**src/rtl/reorder_buffer_pkg.sv**
```systemverilog
// Shared constants for the reorder buffer: default geometry and instruction kind encodings.
package reorder_buffer_pkg;
  localparam int ROB_DEPTH_DEF = 16;
  localparam int ROB_XLEN_DEF  = 32;
  localparam int RD_W          = 5;

  typedef enum logic [1:0] {
    KIND_ALU   = 2'd0,
    KIND_LOAD  = 2'd1,
    KIND_STORE = 2'd2
  } kind_e;
endpackage

```
**src/rtl/rob_src_lookup.sv**
```systemverilog
// Operand readiness/value lookup with same-cycle writeback bypass (ALU beats load beats stored).
module rob_src_lookup #(
  parameter int XLEN  = 32,
  parameter int TAG_W = 4
) (
  input  logic             tag_valid,
  input  logic [TAG_W-1:0] tag,
  input  logic             entry_done,
  input  logic [XLEN-1:0]  entry_value,
  input  logic             alu_valid,
  input  logic [TAG_W-1:0] alu_tag,
  input  logic [XLEN-1:0]  alu_value,
  input  logic             lsb_valid,
  input  logic [TAG_W-1:0] lsb_tag,
  input  logic [XLEN-1:0]  lsb_value,
  output logic             ready,
  output logic [XLEN-1:0]  value
);
  always_comb begin
    ready = 1'b0;
    value = '0;
    if (!tag_valid) begin
      ready = 1'b1;
    end else if (alu_valid && alu_tag == tag) begin
      ready = 1'b1;
      value = alu_value;
    end else if (lsb_valid && lsb_tag == tag) begin
      ready = 1'b1;
      value = lsb_value;
    end else if (entry_done) begin
      ready = 1'b1;
      value = entry_value;
    end
  end
endmodule

```
**src/rtl/reorder_buffer.sv**
```systemverilog
// In-order retirement buffer with operand forwarding, store commit handshake and mispredict flush.
// Optional macro ROB_PERF_CNT_EN adds retirement/flush counters on perf_commit_cnt/perf_flush_cnt.
module reorder_buffer
  import reorder_buffer_pkg::*;
#(
  parameter int DEPTH = ROB_DEPTH_DEF,
  parameter int XLEN  = ROB_XLEN_DEF,
  localparam int TAG_W = $clog2(DEPTH),
  localparam int CNT_W = TAG_W + 1
) (
  input  logic             clk_in,
  input  logic             rst_in,
  input  logic             rdy_in,
  input  logic             disp_valid,
  input  logic [1:0]       disp_kind,
  input  logic [RD_W-1:0]  disp_rd,
  input  logic [XLEN-1:0]  disp_pred_npc,
  output logic [TAG_W-1:0] disp_tag,
  output logic             rob_full,
  input  logic             alu_wb_valid,
  input  logic [TAG_W-1:0] alu_wb_tag,
  input  logic [XLEN-1:0]  alu_wb_value,
  input  logic [XLEN-1:0]  alu_wb_npc,
  input  logic             lsb_wb_valid,
  input  logic [TAG_W-1:0] lsb_wb_tag,
  input  logic [XLEN-1:0]  lsb_wb_value,
  input  logic             src1_tag_valid,
  input  logic [TAG_W-1:0] src1_tag,
  output logic             src1_ready,
  output logic [XLEN-1:0]  src1_value,
  input  logic             src2_tag_valid,
  input  logic [TAG_W-1:0] src2_tag,
  output logic             src2_ready,
  output logic [XLEN-1:0]  src2_value,
  output logic             cmt_valid,
  output logic [RD_W-1:0]  cmt_rd,
  output logic [XLEN-1:0]  cmt_value,
  output logic [TAG_W-1:0] cmt_tag,
  output logic [TAG_W-1:0] head_tag,
  output logic             st_commit_req,
  output logic [TAG_W-1:0] st_commit_tag,
  input  logic             st_commit_ack,
  output logic             flush,
  output logic [XLEN-1:0]  redirect_pc,
  output logic [31:0]      perf_commit_cnt,
  output logic [31:0]      perf_flush_cnt
);
  logic             busy_q  [DEPTH];
  logic             done_q  [DEPTH];
  kind_e            kind_q  [DEPTH];
  logic [RD_W-1:0]  rd_q    [DEPTH];
  logic [XLEN-1:0]  value_q [DEPTH];
  logic [XLEN-1:0]  pred_q  [DEPTH];
  logic [XLEN-1:0]  act_q   [DEPTH];
  logic [TAG_W-1:0] head_q, tail_q;
  logic [CNT_W-1:0] count_q;
  logic head_store, alu_retire, st_retire, retire, mispredict;
  logic wb_en, alu_wb_en, lsb_wb_en, disp_fire;

  assign rob_full      = (count_q == CNT_W'(DEPTH));
  assign disp_tag      = tail_q;
  assign head_tag      = head_q;
  assign st_commit_tag = head_q;

  // Store handshake: st_commit_req stays high while the head is a busy store;
  // the store retires in the cycle where req and ack are both high. Ack alone is ignored.
  assign head_store    = busy_q[head_q] && (kind_q[head_q] == KIND_STORE);
  assign st_commit_req = rdy_in && head_store;
  assign st_retire     = st_commit_req && st_commit_ack;
  assign alu_retire    = rdy_in && busy_q[head_q] && done_q[head_q] && !head_store;
  assign retire        = alu_retire || st_retire;
  assign mispredict    = retire && (act_q[head_q] != pred_q[head_q]);

  // Nothing new is accepted while the buffer is being discarded or the redirect is out.
  assign wb_en     = rdy_in && !flush && !mispredict;
  assign alu_wb_en = wb_en && alu_wb_valid;
  assign lsb_wb_en = wb_en && lsb_wb_valid;
  assign disp_fire = rdy_in && disp_valid && !rob_full && !flush && !mispredict;

  always_ff @(posedge clk_in) begin
    if (rst_in) begin
      for (int i = 0; i < DEPTH; i++) begin
        busy_q[i] <= 1'b0;
        done_q[i] <= 1'b0;
      end
      head_q      <= '0;
      tail_q      <= '0;
      count_q     <= '0;
      cmt_valid   <= 1'b0;
      cmt_rd      <= '0;
      cmt_value   <= '0;
      cmt_tag     <= '0;
      flush       <= 1'b0;
      redirect_pc <= '0;
    end else if (!rdy_in) begin
      cmt_valid <= 1'b0;
      flush     <= 1'b0;
    end else begin
      cmt_valid <= retire;
      flush     <= mispredict;
      if (retire) begin
        cmt_rd    <= head_store ? '0 : rd_q[head_q];
        cmt_value <= value_q[head_q];
        cmt_tag   <= head_q;
      end
      if (mispredict) begin
        for (int i = 0; i < DEPTH; i++) begin
          busy_q[i] <= 1'b0;
          done_q[i] <= 1'b0;
        end
        head_q      <= '0;
        tail_q      <= '0;
        count_q     <= '0;
        redirect_pc <= act_q[head_q];
      end else begin
        // ALU written last so it wins a same-tag collision with the load port.
        if (lsb_wb_en && busy_q[lsb_wb_tag]) begin
          value_q[lsb_wb_tag] <= lsb_wb_value;
          done_q[lsb_wb_tag]  <= 1'b1;
        end
        if (alu_wb_en && busy_q[alu_wb_tag]) begin
          value_q[alu_wb_tag] <= alu_wb_value;
          act_q[alu_wb_tag]   <= alu_wb_npc;
          done_q[alu_wb_tag]  <= 1'b1;
        end
        if (retire) begin
          busy_q[head_q] <= 1'b0;
          done_q[head_q] <= 1'b0;
          head_q         <= head_q + TAG_W'(1);
        end
        if (disp_fire) begin
          busy_q[tail_q]  <= 1'b1;
          done_q[tail_q]  <= 1'b0;
          kind_q[tail_q]  <= kind_e'(disp_kind);
          rd_q[tail_q]    <= disp_rd;
          value_q[tail_q] <= '0;
          pred_q[tail_q]  <= disp_pred_npc;
          act_q[tail_q]   <= disp_pred_npc;
          tail_q          <= tail_q + TAG_W'(1);
        end
        case ({disp_fire, retire})
          2'b10:   count_q <= count_q + CNT_W'(1);
          2'b01:   count_q <= count_q - CNT_W'(1);
          default: count_q <= count_q;
        endcase
      end
    end
  end

  rob_src_lookup #(.XLEN(XLEN), .TAG_W(TAG_W)) u_src1 (
    .tag_valid   (src1_tag_valid),
    .tag         (src1_tag),
    .entry_done  (done_q[src1_tag]),
    .entry_value (value_q[src1_tag]),
    .alu_valid   (alu_wb_en),
    .alu_tag     (alu_wb_tag),
    .alu_value   (alu_wb_value),
    .lsb_valid   (lsb_wb_en),
    .lsb_tag     (lsb_wb_tag),
    .lsb_value   (lsb_wb_value),
    .ready       (src1_ready),
    .value       (src1_value)
  );

  rob_src_lookup #(.XLEN(XLEN), .TAG_W(TAG_W)) u_src2 (
    .tag_valid   (src2_tag_valid),
    .tag         (src2_tag),
    .entry_done  (done_q[src2_tag]),
    .entry_value (value_q[src2_tag]),
    .alu_valid   (alu_wb_en),
    .alu_tag     (alu_wb_tag),
    .alu_value   (alu_wb_value),
    .lsb_valid   (lsb_wb_en),
    .lsb_tag     (lsb_wb_tag),
    .lsb_value   (lsb_wb_value),
    .ready       (src2_ready),
    .value       (src2_value)
  );

`ifdef ROB_PERF_CNT_EN
  logic [31:0] commit_cnt_q, flush_cnt_q;

  always_ff @(posedge clk_in) begin
    if (rst_in) begin
      commit_cnt_q <= '0;
      flush_cnt_q  <= '0;
    end else if (rdy_in) begin
      if (retire)     commit_cnt_q <= commit_cnt_q + 32'd1;
      if (mispredict) flush_cnt_q  <= flush_cnt_q + 32'd1;
    end
  end

  assign perf_commit_cnt = commit_cnt_q;
  assign perf_flush_cnt  = flush_cnt_q;
`else
  assign perf_commit_cnt = '0;
  assign perf_flush_cnt  = '0;
`endif
endmodule

```
**config.mk**
```make
export PLATFORM = sky130hd
export DESIGN_NAME = reorder_buffer
export DESIGN_NICKNAME = d
export VERILOG_FILES = /design/src/rtl/reorder_buffer_pkg.sv /design/src/rtl/rob_src_lookup.sv /design/src/rtl/reorder_buffer.sv
export SDC_FILE = /design/constraint.sdc
export NUM_CORES = 2
export LEC_CHECK = 0
export CAP_MARGIN = 20
export CORE_MARGIN = 2
export CORE_UTILIZATION = 45
export CTS_BUF_LIST = sky130_fd_sc_hd__clkbuf_4 sky130_fd_sc_hd__clkbuf_8
export CTS_CLUSTER_SIZE = 24
export DETAILED_ROUTE_END_ITERATION = 8
export MAX_ROUTING_LAYER = met4
export PLACE_DENSITY_LB_ADDON = 0.08
export SETUP_SLACK_MARGIN = 0.3
export SYNTH_ARGS = -nofsm -noshare
export SYNTH_HDL_FRONTEND = slang
export SYNTH_SLANG_ARGS = --single-unit
```
**constraint.sdc**
```tcl
create_clock -name clk_in -period 7.9 [get_ports clk_in]
set_clock_uncertainty 0.15 [all_clocks]
set_input_delay 1.58 -clock clk_in [delete_from_list [all_inputs] [get_ports clk_in]]
set_output_delay 1.58 -clock clk_in [all_outputs]
set_load 0.02 [all_outputs]
```
==> flow_summary_export.csv <==
group,metric,value,unit
clocking,cts_tree,"built",
min_path,worstHoldPathType,"register to register",
power,ir_drop,0.177,mV
setup_path,crit_arrival,5810,ps
final_layout,final_nets,7084,
setup_path,slowest_delay,500,ps
clocking,cts_buffer_depth,4,
clocking,clkTransAtPathRegs,60,ps
final_layout,layout_common_cells,"1,136 x edfxtp_1, 753 x mux4_2, 628 x dfxtp_1",
clocking,cts-hold-fix-buffers,0,
routing,via_per_inst,6.90,
clocking,cts_buffers,333,
clocking,cts-htree-levels,5,
power,clockPowerShare,45.5,%
setup_path,worst-setup-path-type,"register to output pin",
floorplanning,die_y,459,µm
sta,setup_violations,0,
global_route,grt_pass1_wl,527000,µm
power,p_per_area,186,nW/µm²
power,seq_power_share,49.4,%
clocking,clk_latency,1120,ps
floorplanning,coreArea,206000,µm²
power,p_sw_share,23.7,%
setup_path,critPathLaunchType,"register",
synth,synth-edff-count,1136,
setup_path,worst_setup_path_end_kind,"output pin",
sta,tightest_slew,1250,ps
sta,setup_tns,0,ps
final_layout,layout-drive-gt1-share,35.2,%
power,total_power,20100,µW
placed_design,gp_congestion,0.908,
min_path,worstHoldStart,"redirect_pc[11]$_SDFFE_PP0N_",
floorplanning,io_pins,379,
setup_path,path_delay_family,"buffers and inverters",
global_route,grt_pass1_vias,66200,
global_route,grt-ovfl-total,0,
clocking,cts-root-buf,"clkbuf_8",
power,power.internal,15300,µW
synth,avgSynthCellArea,14.0,µm²
clocking,clkSinkCount,1772,
synth,ys_types,77,
sta,fin_crit_sh,95.4,%
global_route,antenna_found_initial,34,
placed_design,dp_hpwl,212000,µm
setup_path,cp_cell_sequence,"buf_12, clkbuf_16, buf_12, buf_6, mux4_2, or3_1, nand4_1, nand4_1, nor4_4, buf_4, a41o_4, buf_12, buf_4, a21oi_4, buf_12, buf_4, a221o_1, and3_1, buf_4",
run,max-cap-violations,0,
routing,drtPass1Iterations,8,
setup_path,required,6170,ps
sta,max_freq,133,MHz
sta,finalMaxSlewViolations,0,
synth,synth_ff_type,"edfxtp_1",
power,power_leakage,0.0371,µW
routing,drc,0,
floorplanning,num_rows,167,
routing,vias,68300,
synth,synth.yosys.warnings,0,
sta,rsz0062_at_grt,"yes",
setup_path,critPathMaxFanout,17,
sta,hold_viol,0,
synth,syn_inst,6678,
final_layout,layout_commonest_cell,"edfxtp_1",
placed_design,port_buffers,314,
global_route,grt_max_degree,107,
power,pwr-share-comb,5.1,%
routing,drt_iter0_drc,9146,
floorplanning,start_util,45.2,%
routing,wl,380000,µm
routing,routedWlPerCell,38.5,µm
outcome,run_status,"complete, no violations",
final_layout,syn2layout_area_growth,15.6,%
synth,synthArstFlopShare,0,%
floorplanning,die_w,459,µm
floorplanning,dieArea,211000,µm²
power,p_sw,4750,µW
sta,fin_crit,7540,ps
sta,relSlewSlack,16.5,%
synth,ys_seq_area_share,50.3,%
synth,synth_seq_cells,1772,
synth,syn_area,93200,µm²
routing,ant_nets,0,
global_route,gr-usage-all-layers,36.5,%
setup_path,critPathBufInv,10,
sta,whs,303,ps
setup_path,critPathSlowestCell,"mux4_2",
-- path summary, 6_finish.rpt --
kind | endpoint | depth (start not counted) | slack [ps]
setup / recovery | src2_value[6] | 19 | 360
hold / removal | redirect_pc[11]$_SDFFE_PP0N_ | 2 | 300
setup reg to reg | act_q[6][20]$_DFFE_PP_ | 17 | 1450
hold reg to reg | redirect_pc[11]$_SDFFE_PP0N_ | 2 | 300
-- power groups by stage --
stage | Combinational, µW | Sequential [µW] | Clock (µW)
floorplan | 600 | 10100 | 0
global placement | 966 | 10100 | 0
detailed placement | 979 | 10100 | 0
CTS | 991 | 9910 | 9200
global route | 1080 | 9900 | 9600
finish | 1030 | 9910 | 9130
-- timing repair --
action | in CTS | in global routing
setup endpoints to repair | 66 | 63
cloned | 11 | 3
setup buffers | 42 | 19
hold endpoints to repair | 0 | 0
pin swaps | 13 | 12
resized for setup | 87 | 52
-- worst min-delay path: stages, from the launching register on --
cell     delay (ps)
dfxtp_1         310
nand2_1          50
a21oi_1          50
-- through the flow --
stage / cell area, µm² / std cells / setup slack [ps] / util, %
global placement: 99200 / 9191 / 646 / 48.1
floorplan: 93400 / 6741 / 1910 / -
detailed placement: 99200 / 9191 / 538 / 48.1
global route: 108000 / 9887 / 270 / 52.2
finish: 108000 / 9893 / 362 / 52.2
CTS: 107000 / 9826 / 247 / 51.8
-- final cells by class --
cell class | instances | area (µm²)
antenna | 30 | 75.1
clock buffer | 487 | 6030
clock inverter | 95 | 568
fill | 17600 | 98700
inverter | 114 | 460
multi-input combinational | 4021 | 43000
sequential | 1772 | 46900
tap | 2704 | 3380
timing repair buffer | 670 | 7310
-- Yosys cell counts, types with 10 or more instances --
master / count / area share [%]
xor2_1: 13 / 0.12
a21oi_1: 82 / 0.44
a211oi_1: 298 / 2.4
nand3_1: 44 / 0.24
a22oi_1: 42 / 0.34
buf_1: 91 / 0.37
a221o_1: 44 / 0.47
buf_4: 114 / 0.92
a22o_1: 17 / 0.16
o221a_2: 97 / 1.2
clkbuf_1: 472 / 1.9
a31o_2: 10 / 0.094
nor2b_1: 11 / 0.074
dfxtp_1: 636 / 14
xnor2_1: 31 / 0.29
mux4_2: 753 / 18
buf_2: 150 / 0.81
nand3b_1: 10 / 0.081
nor3_1: 18 / 0.097
a211o_1: 57 / 0.54
mux2i_1: 443 / 4.8
nor2_1: 377 / 1.5
nand2_1: 305 / 1.2
o21ai_0: 150 / 0.81
a21boi_0: 51 / 0.41
mux2_2: 592 / 7.2
mux2_1: 20 / 0.24
nand2b_1: 14 / 0.094
or2_2: 11 / 0.074
nand4_1: 19 / 0.13
or3_1: 13 / 0.087
a221oi_1: 143 / 1.3
and2_1: 14 / 0.094
o22ai_1: 21 / 0.14
o211a_1: 64 / 0.69
inv_1: 111 / 0.45
edfxtp_1: 1136 / 37
ha_1: 11 / 0.15
and3_1: 89 / 0.60
-- per-layer routing --
metal | part of all wire, % | track usage [%] | vias up
li1 | - | - | 27000
met3 | 11 | 9.46 | 1145
met2 | 45 | 54.2 | 4535
met5 | 0 | - | -
met1 | 38 | 46.6 | 35600
met4 | 5.7 | 17.8 | 0
-- registers in the layout, summed over array words and instances (netlist names), named ones only --
register     cells
done_q          16
busy_q          16
count_q          5
kind_q          32
head_tag         4
cmt_value       32
pred_q         512
rd_q            80
value_q        512
cmt_valid        1
disp_tag         4
redirect_pc     32
act_q          512
cmt_tag          4
cmt_rd           5
flush            1
-- cell families after synthesis --
| logic type | share of synthesized area, % |
|---|---|
| other | 0.00402 |
| XOR/XNOR | 0.413 |
| AO/OA/AOI/OAI | 9.47 |
| flip-flops | 50.3 |
| buffers and inverters | 4.55 |
| AND/OR/NAND/NOR | 4.80 |
| adder cells (fa/ha/maj) | 0.169 |
| multiplexers | 30.3 |
Power figures use the tool's default switching activity.
